--- src/rtl/core_pkg.sv ---
`default_nettype none
// ============================================================================
// Module      : core_pkg
// Description : Core-wide sizing shared by the scheduler blocks.
// Revision    : 1.0 - initial release
// ============================================================================
package core_pkg;

    localparam int RS_ENTRIES = 8;
    localparam int NUM_FUS    = 2;

    typedef logic [$clog2(NUM_FUS)-1:0] fu_id_t;

endpackage
`default_nettype wire

--- src/rtl/free_return_queue.sv ---
`default_nettype none
// ============================================================================
// Module      : free_return_queue
// Description : Circular queue of row indices. It accepts several pushes per
//               cycle, in port order, and drains one entry per cycle.
// Revision    : 1.0 - initial release
// ============================================================================
module free_return_queue #(
    parameter  int DEPTH    = 8,
    parameter  int NUM_PUSH = 2,
    localparam int IDX_W    = $clog2(DEPTH),
    localparam int CNT_W    = $clog2(DEPTH + 1)
) (
    input  logic                               clk,
    input  logic                               rst,
    input  logic                               flush,
    input  logic [NUM_PUSH-1:0]                push_en,
    input  logic [NUM_PUSH-1:0][IDX_W-1:0]     push_data,
    output logic                               pop_en,
    output logic [IDX_W-1:0]                   pop_data
);

    localparam int SUM_W = CNT_W + 1;

    logic [IDX_W-1:0]                  mem [DEPTH];
    logic [IDX_W-1:0]                  head;
    logic [IDX_W-1:0]                  tail;
    logic [CNT_W-1:0]                  count;
    logic [CNT_W-1:0]                  push_cnt;
    logic [NUM_PUSH-1:0][IDX_W-1:0]    wr_addr;
    logic [IDX_W-1:0]                  tail_next;
    logic [IDX_W-1:0]                  head_next;
    logic                              do_pop;

    function automatic logic [IDX_W-1:0] wrap_add(input logic [IDX_W-1:0] base,
                                                  input logic [CNT_W-1:0] inc);
        logic [SUM_W-1:0] sum;
        sum = SUM_W'(base) + SUM_W'(inc);
        if (sum >= SUM_W'(DEPTH))
            sum = sum - SUM_W'(DEPTH);
        return sum[IDX_W-1:0];
    endfunction

    // Each active push lands at tail plus the number of lower-numbered pushes.
    always_comb begin
        push_cnt = '0;
        wr_addr  = '0;
        for (int p = 0; p < NUM_PUSH; p++) begin
            wr_addr[p] = wrap_add(tail, push_cnt);
            if (push_en[p])
                push_cnt = push_cnt + CNT_W'(1);
        end
        tail_next = wrap_add(tail, push_cnt);
        head_next = wrap_add(head, CNT_W'(1));
        do_pop    = (count != '0);
    end

    always_ff @(posedge clk) begin
        if (!flush) begin
            for (int p = 0; p < NUM_PUSH; p++) begin
                if (push_en[p])
                    mem[wr_addr[p]] <= push_data[p];
            end
        end
    end

    always_ff @(posedge clk or negedge rst) begin
        if (!rst) begin
            head     <= '0;
            tail     <= '0;
            count    <= '0;
            pop_en   <= 1'b0;
            pop_data <= '0;
        end else if (flush) begin
            head     <= '0;
            tail     <= '0;
            count    <= '0;
            pop_en   <= 1'b0;
        end else begin
            pop_en   <= do_pop;
            pop_data <= mem[head];
            if (do_pop)
                head <= head_next;
            tail     <= tail_next;
            count    <= count + push_cnt - CNT_W'(do_pop);
        end
    end

endmodule
`default_nettype wire

--- src/rtl/issue_select.sv ---
`default_nettype none
// ============================================================================
// Module      : issue_select
// Description : Reservation-station issue selector. It picks the oldest ready
//               row for each FU and returns granted rows through a queue.
// Revision    : 1.0 - initial release
// ============================================================================
module issue_select
    import core_pkg::*;
#(
    parameter  int NUM_ENTRIES = RS_ENTRIES,
    parameter  int NUM_FU      = NUM_FUS,
    localparam int IDX_W       = $clog2(NUM_ENTRIES),
    localparam int FU_W        = $clog2(NUM_FU)
) (
    input  logic                           clk,
    input  logic                           rst,
    input  logic                           alloc_en,
    input  logic [IDX_W-1:0]               alloc_index,
    input  logic [FU_W-1:0]                alloc_fu,
    input  logic [NUM_ENTRIES-1:0]         request_vector,
    input  logic [NUM_FU-1:0]              fu_ready,
    input  logic                           flush,
    output logic [NUM_FU-1:0]              grant_en,
    output logic [NUM_FU-1:0][IDX_W-1:0]   grant_index,
    output logic                           free_en,
    output logic [IDX_W-1:0]               free_row_index
);

    logic [NUM_ENTRIES-1:0]               valid;
    logic [FU_W-1:0]                      fu_of [NUM_ENTRIES];
    logic [NUM_ENTRIES-1:0]               older [NUM_ENTRIES];
    logic [NUM_FU-1:0][NUM_ENTRIES-1:0]   eligible;
    logic [NUM_FU-1:0]                    win_en;
    logic [NUM_FU-1:0][IDX_W-1:0]         win_idx;
    logic [NUM_ENTRIES-1:0]               win_mask;
    logic [NUM_ENTRIES-1:0]               alloc_mask;

    assign alloc_mask = alloc_en ? (NUM_ENTRIES'(1) << alloc_index) : '0;

    // A row wins its FU when no other eligible row on that FU is older.
    always_comb begin
        eligible = '0;
        win_en   = '0;
        win_idx  = '0;
        win_mask = '0;
        for (int f = 0; f < NUM_FU; f++) begin
            for (int i = 0; i < NUM_ENTRIES; i++) begin
                eligible[f][i] = valid[i] & request_vector[i] & fu_ready[f] &
                                 (fu_of[i] == FU_W'(f));
            end
            for (int i = 0; i < NUM_ENTRIES; i++) begin
                if (eligible[f][i] && ((eligible[f] & older[i]) == '0)) begin
                    win_en[f]   = 1'b1;
                    win_idx[f]  = IDX_W'(i);
                    win_mask[i] = 1'b1;
                end
            end
        end
    end

    always_ff @(posedge clk or negedge rst) begin
        if (!rst) begin
            valid       <= '0;
            grant_en    <= '0;
            grant_index <= '0;
            for (int i = 0; i < NUM_ENTRIES; i++) begin
                fu_of[i] <= '0;
                older[i] <= '0;
            end
        end else if (flush) begin
            valid    <= '0;
            grant_en <= '0;
            for (int i = 0; i < NUM_ENTRIES; i++)
                older[i] <= '0;
        end else begin
            grant_en    <= win_en;
            grant_index <= win_idx;
            valid       <= (valid & ~win_mask) | alloc_mask;
            if (alloc_en)
                fu_of[alloc_index] <= alloc_fu;
            // New row is younger than every live row; nobody is younger than it.
            for (int i = 0; i < NUM_ENTRIES; i++) begin
                if (alloc_en && (IDX_W'(i) == alloc_index))
                    older[i] <= valid & ~alloc_mask;
                else if (alloc_en)
                    older[i] <= older[i] & ~alloc_mask;
            end
        end
    end

    free_return_queue #(
        .DEPTH     (NUM_ENTRIES),
        .NUM_PUSH  (NUM_FU)
    ) u_free_return_queue (
        .clk       (clk),
        .rst       (rst),
        .flush     (flush),
        .push_en   (win_en),
        .push_data (win_idx),
        .pop_en    (free_en),
        .pop_data  (free_row_index)
    );

`ifndef SYNTHESIS
    alloc_to_free_row: assert property (@(posedge clk) disable iff (!rst)
        (alloc_en && !flush) |-> !valid[alloc_index]);
`endif

endmodule
`default_nettype wire

--- config.mk ---
export PLATFORM = sky130hd
export DESIGN_NAME = issue_select
export DESIGN_NICKNAME = d
export VERILOG_FILES = /design/src/rtl/core_pkg.sv /design/src/rtl/free_return_queue.sv /design/src/rtl/issue_select.sv
export SDC_FILE = /design/constraint.sdc
export NUM_CORES = 1
export LEC_CHECK = 0
export CAP_MARGIN = 20
export CORE_MARGIN = 3
export CORE_UTILIZATION = 45
export CTS_CLUSTER_SIZE = 16
export DETAILED_ROUTE_END_ITERATION = 7
export HOLD_SLACK_MARGIN = 0.15
export PLACE_DENSITY = 0.61
export SETUP_SLACK_MARGIN = 0.5
export SYNTH_ARGS = -nofsm -noshare
export SYNTH_HDL_FRONTEND = slang
export SYNTH_SLANG_ARGS = --single-unit
--- constraint.sdc ---
create_clock -name clk -period 5.7 [get_ports clk]
set_input_delay 1.71 -clock clk [delete_from_list [all_inputs] [get_ports clk]]
set_output_delay 1.71 -clock clk [all_outputs]
set_load 0.02 [all_outputs]
==> impl_metrics.yaml, run 1 <==
logic_synthesis:
  synth_seq_cells: 126
  yosys_warnings: 0
  syn_avg_cell_area_sq_um: 9.976
  yosysSeqAreaShare_pct: 46.02
  synth_edf_count: 24
  synth-main-ff-cell: "dfrtp_1"
  syn_area_sq_mm: 0.007113
  synthArstFlopShare_pct: 80.95
  synth_cell_type_count: 66
  netlist_instances: 713
  synth_nets: 744
global_route:
  antenna_found_initial: 0
  grt_max_degree: 67
  grt-ovfl-total: 0
  grt_use_total_pct: 25.09
  grt_pass1_vias: 5583
  grt_pass1_wl_um: 33510
clock_network:
  insertion_delay_ns: 0.43
  htree_levels: 4
  cts_made_buffers: 17
  clk_pin_slew_worst_paths_ns: 0.05
  cts_tree: "yes"
  cts_num_sinks: 126
  cts_buffer_depth: 2
  cts-hold-fix-buffers: 0
  cts_root_buf: "clkbuf_16"
critical_path:
  critPathLaunchType: "input port"
  regToRegSetupSlack_ns: 1.72
  cp.required_ns: 5.83
  crit_arrival_ns: 5.16
  r2r_cells: 12
  path_max_fanout: 8
  reg2reg_from: "valid[4]$_DFF_PN0_"
  r2r_end: "u_free_return_queue.mem[1][0]$_DFFE_PP_"
  endpoint_kind: "flip-flop"
  criticalPathCategory: "in2reg"
placed_design:
  dpl.cell_count: 924
  gp_congestion: 0.9955
  numPortBuffers: 29
  hpwlAfterDp_um: 15390
layout:
  nFillCells: 1364
  drive_gt1_share_pct: 14.86
  ff_latch_area_sq_mm: 0.003273
  multi_input_area_sq_mm: 0.003495
  nNetsFinal: 765
  syn_to_final_growth_pct: 15.78
  antenna_cells: 0
  final_util_pct: 53.77
  fin_cells: 958
hold_path:
  whs_path_depth: 2
  hold_end: "u_free_return_queue.pop_data[2]$_DFFE_PN0N_"
  hold_path_class: "reg2reg"
  min_from: "u_free_return_queue.pop_data[2]$_DFFE_PN0N_"
timing:
  worst_pin_slew_ns: 0.8470
  report.final.hold_viol_count: 0
  fin_crit_sh_pct: 88.22
  final.setup_skew_ns: 0.008106
  fmax_mhz: 198.9
  rsz0062_at_grt: "false"
  fin_crit_ns: 5.029
  finalSetupViolCount: 0
  holdWs_ns: 0.4859
  fin_tns_setup_ns: 0
  slew_headroom_pct: 43.53
  slew_viol_final: 0
floorplanning:
  die-area_sq_mm: 0.01735
  pin_count: 30
  dieWidth_um: 131.7
  core_sq_mm: 0.01531
  start_util_pct: 46.45
  num_rows: 45
  die_h_um: 131.7
drt:
  drc: 0
  wl_um: 21570
  dr.first_iter.drc_count: 602
  wl_per_cell_um: 22.51
  drt-pass1-iter-count: 5
  postRouteAntennaNets: 0
  via_count: 5839
  viasPerCell: 6.095
power_and_ir_drop:
  p_per_area_mw_per_mm2: 301.5
  ir_worst_vdd_mv: 0.2154
  leakagePower_nw: 3.322
status:
  status: "finished clean"
flow_run:
  maxCapViolations: 0
stage by stage:
step                      cell area (sq um)  power [mW]  worst slack [ns]
after global placement                 7600       1.414            0.2599
final                                  8235       2.483            0.6713
after global routing                   8235       2.594            0.4805
after detailed placement               7600       1.424            0.1547
after floorplan                        7121       1.293            0.5696
after CTS                              8190       2.500            0.5899
power by group:
| group | internal, mW | switching [mW] |
|---|---|---|
| Sequential | 0.969 | 0.0577 |
| Clock | 0.666 | 0.410 |
| Combinational | 0.177 | 0.203 |
synth_stat cells (all sizes together), types with 5 or more instances:
| cell | n | area [sq um] |
|---|---|---|
| and4 | 8 | 70.07 |
| a211oi | 8 | 102.6 |
| edfxtp | 24 | 720.7 |
| nor2b | 10 | 62.56 |
| a22oi | 39 | 302.8 |
| nand3 | 17 | 85.08 |
| nor4 | 7 | 80.07 |
| mux2i | 57 | 570.6 |
| nor3b | 6 | 45.04 |
| clkbuf | 29 | 110.1 |
| nand2 | 67 | 251.5 |
| and2 | 5 | 31.28 |
| a222oi | 7 | 70.07 |
| nor3 | 10 | 50.05 |
| a21oi | 46 | 237.7 |
| mux4 | 6 | 135.1 |
| nand4 | 15 | 100.1 |
| o21ai | 20 | 100.1 |
| ha | 11 | 137.6 |
| inv | 31 | 116.4 |
| a41o | 5 | 50.05 |
| nor2 | 92 | 350.3 |
| buf | 26 | 152.6 |
| dfrtp | 102 | 2552 |
| and4b | 9 | 90.09 |
| mux2 | 8 | 90.09 |
final cells by class:
| cell class | instances | share of cell area [%] |
|---|---|---|
| clock buffers | 19 | 5.500 |
| clock inverters | 13 | 1.671 |
| inverters | 32 | 1.459 |
| multi-input cells | 500 | 42.43 |
| flip-flops and latches | 126 | 39.74 |
| well taps | 211 | 3.206 |
| repair buffers | 57 | 5.986 |
placed cells by master, fill, tap and decap left out, types with 11 or more instances in the layout:
cell type          n
nor2_1            90
mux2i_1           57
edfxtp_1          24
nand3_1           17
a22oi_1           37
a21oi_1           44
ha_1              11
nand2_1           67
clkbuf_16         17
dfrtp_1          102
o21ai_0           20
nand4_1           14
inv_1             31
buf_4             29
clkdlybuf4s50_1   27
state kept, by name (all words and copies together), names as in the netlist, 4 cells and up:
register and cells:
older 64, u_free_return_queue.mem 24, fu_of 8, valid 8, grant_index 6, u_free_return_queue.count 4
how the worst max path moves through the flow:
stage | start | endpoint | slack, ns
after detailed placement | fu_ready[0] | u_free_return_queue.mem[5][0]$_DFFE_PP_ | 0.15
after floorplan | request_vector[0] | u_free_return_queue.mem[5][0]$_DFFE_PP_ | 0.57
final | fu_ready[0] | u_free_return_queue.mem[1][0]$_DFFE_PP_ | 0.67
after CTS | fu_ready[0] | u_free_return_queue.mem[5][2]$_DFFE_PP_ | 0.59
after global routing | fu_ready[0] | u_free_return_queue.mem[1][0]$_DFFE_PP_ | 0.48
after global placement | fu_ready[0] | u_free_return_queue.mem[7][0]$_DFFE_PP_ | 0.26
routing by layer:
metal	vias up	wire length [um]	track usage, %
met5	-	0	0
met4	0	267	7.176
met1	2942	9994	37.88
met2	251	9437	35.39
li1	2619	-	-
met3	27	1865	6.815
critical path, cell delays in order:
cell and delay [ns]:
clkdlybuf4s50_1 0.59, and4b_2 0.34, a22oi_1 0.10, and4b_1 0.18, and3_1 0.23, nor4_2 0.33
nand3_1 0.17, ha_1 0.22, ha_1 0.38, inv_1 0.17, nand2_1 0.11, a2111oi_4 0.43
a21o_1 0.19
cell families after synthesis:
kind of cell    synth area share, %
simple gates                  18.87
compound gates                15.30
flops                         46.02
buf+inv                       5.382
mux                           11.19
fa+ha+maj                     2.498
xor+xnor                     0.7388
repair_timing:
action                                 CTS  global route
buffers inserted                         0             2
setup endpoints to repair                0            42
endpoints found under the hold margin    0             0
gates resized for setup                  0            10
Note: power is estimated with default switching activity, not from simulation.
==> run 2, diff against run 1 <==
==> constraint.sdc (replaced) <==
create_clock -name clk -period 5.7 [get_ports clk]
set_input_delay 1.14 -clock clk [delete_from_list [all_inputs] [get_ports clk]]
set_output_delay 1.14 -clock clk [all_outputs]
set_load 0.02 [all_outputs]
==> impl_metrics.yaml, run 2 (synthesized netlist as in run 1, its figures left out) <==
hold_path:
  whs_path_depth: 2
  hold_path_class: "reg2reg"
drt:
  viasPerCell: 6.143
  highest_layer: "met4"
  drt-pass1-iter-count: 8
  via_count: 5793
  wl_um: 21030
  wl_met3_um: 1698
  dr.first_iter.drc_count: 657
  drc: 9
  postRouteAntennaNets: 0
  wl_per_cell_um: 22.30
  met1_length_um: 9708
  met2_length_um: 9276
status:
  violations: "DRC"
  status: "complete, but fails checks"
floorplanning:
  num_rows: 45
  die_h_um: 131.7
  start_util_pct: 46.45
  dieWidth_um: 131.7
  core_sq_mm: 0.01531
  die-area_sq_mm: 0.01735
  pin_count: 30
power_and_ir_drop:
  p_per_area_mw_per_mm2: 323.9
  power.share.clock_pct: 46.9
  power.switching_mw: 0.6791
  ir_worst_vdd_mv: 0.2336
  power.internal_mw: 1.965
  leakagePower_nw: 3.277
  pwr-share-seq_pct: 38.8
  swShare_pct: 25.69
  comb_power_share_pct: 14.3
clock_network:
  cts_buffer_depth: 2
  cts-hold-fix-buffers: 0
  cts_tree: "yes"
  cts_num_sinks: 126
  clk_pin_slew_worst_paths_ns: 0.06
  htree_levels: 4
  post_cts_buffers: 0
  ctsResizeCount: 0
  cts_root_buf: "clkbuf_16"
  insertion_delay_ns: 0.43
  cts_made_buffers: 17
critical_path:
  crit_arrival_ns: 4.81
  crit_chain: "clkdlybuf4s50_1 -> and4b_1 -> nand2_1 -> and4b_1 -> and3_1 -> nor4_2 -> nand3_1 -> ha_1 -> ha_1 -> xor2_1 -> buf_4 -> nor3_1 -> nand2_1 -> a21oi_2 -> a41o_1"
  cpPeakStageDelay_ns: 0.59
  crit_slowest_cell: "clkdlybuf4s50_1"
  r2r_cells: 14
  criticalPathCategory: "in2reg"
  endpoint_kind: "flip-flop"
  critPathLaunchType: "input port"
  path_max_fanout: 8
  cp.required_ns: 5.83
global_route:
  grt_pass1_vias: 5624
  grt_pass1_wl_um: 33150
  grt_max_degree: 59
  grt_use_total_pct: 24.82
  grt-ovfl-total: 0
  antenna_found_initial: 0
timing:
  fin_tns_setup_ns: 0
  rsz0062_at_grt: "false"
  worst_slack_ns: 1.025
  report.final.hold_viol_count: 0
  final.setup_skew_ns: 0.009604
  fin_crit_sh_pct: 82.02
  finalSetupViolCount: 0
  fin_crit_ns: 4.675
  slew_headroom_pct: 29.58
  worst_pin_slew_ns: 1.048
  fmax_mhz: 213.9
  slew_viol_final: 0
layout:
  syn_to_final_growth_pct: 14.76
  drive_gt1_share_pct: 11.61
  largest-register: "older"
  fin_cells: 943
  antenna_cells: 0
  final_common_cell: "dfrtp_1"
  final_cell_mix: "dfrtp_1, nor2_1, nand2_1"
  nFillCells: 1393
  largest_reg_flops: 64
  fin_area_sq_mm: 0.008163
  nNetsFinal: 750
placed_design:
  dpl.cell_count: 911
  gp_congestion: 0.9437
  hpwlAfterDp_um: 14630
  numPortBuffers: 29
  postPlaceCellArea_sq_mm: 0.007495
  place_ws_ns: 0.6856
flow_run:
  maxCapViolations: 0
## run 2: changes by cell type in the layout (fill, tap and decap cells not counted), moves of 2 or more
cell	delta
and4b_1	+7
and4b_2	-7
buf_4	-15
bufinv_16	+4
clkbuf_8	-2
## run 2: power groups by stage
stage               registers, mW  logic, mW  clock network, mW
detailed placement           1.04      0.380                  0
CTS                          1.02      0.383               1.26
global placement             1.04      0.371                  0
global route                 1.03      0.426               1.30
floorplan                    1.02      0.270                  0
finish                       1.03      0.378               1.24
## run 2: layer usage
layer | vias up | global-route usage (%)
li1 | 2599 | -
met1 | 2892 | 37.33
met2 | 268 | 36.28
met3 | 34 | 4.862
met4 | 0 | 7.643
met5 | - | 0
## run 2: worst paths after layout
check / from / endpoint / slack [ns]
worst max-delay path: fu_ready[0] / u_free_return_queue.mem[2][1]$_DFFE_PP_ / 1.02
worst min-delay path: u_free_return_queue.pop_data[1]$_DFFE_PN0N_ / u_free_return_queue.pop_data[1]$_DFFE_PN0N_ / 0.49
worst max register to register: valid[4]$_DFF_PN0_ / u_free_return_queue.mem[2][1]$_DFFE_PP_ / 1.56
worst min register to register: u_free_return_queue.pop_data[1]$_DFFE_PN0N_ / u_free_return_queue.pop_data[1]$_DFFE_PN0N_ / 0.49
max in group asynchronous: rst / u_free_return_queue.count[2]$_DFF_PN0_ / 3.85
min in group asynchronous: rst / older[59]$_DFFE_PN0P_ / 0.79
## run 2: through the flow
stage	utilization, %	hold WS (ns)	total power [mW]
2_1_floorplan	-	0.4674	1.293
3_3_place_gp	48.89	0.4688	1.409
3_5_place_dp	48.94	0.4782	1.421
4_1_cts	53.30	0.4932	2.665
5_1_grt	53.30	0.5246	2.755
6_report	53.30	0.4899	2.644
## run 2: final cells by class
| type | count | area, sq um | area share (%) |
|---|---|---|---|
| repair buffers | 42 | 380.4 | 4.660 |
| well taps | 211 | 264.0 | 3.234 |
| clock buffers | 18 | 429.2 | 5.258 |
| multi-input cells | 500 | 3457 | 42.35 |
| clock inverters | 14 | 239.0 | 2.928 |
| inverters | 32 | 120.1 | 1.471 |
| flip-flops and latches | 126 | 3273 | 40.10 |
## run 2: critical path: cells and delay by family
| family | cells | cell delay [ns] |
|---|---|---|
| AOI/OAI and AO/OA | 2 | 0.44 |
| xor gates and xnor gates | 1 | 0.19 |
| adders and majority gates | 2 | 0.42 |
| buffers and inverters | 2 | 0.78 |
| and+or+nand+nor | 8 | 1.85 |
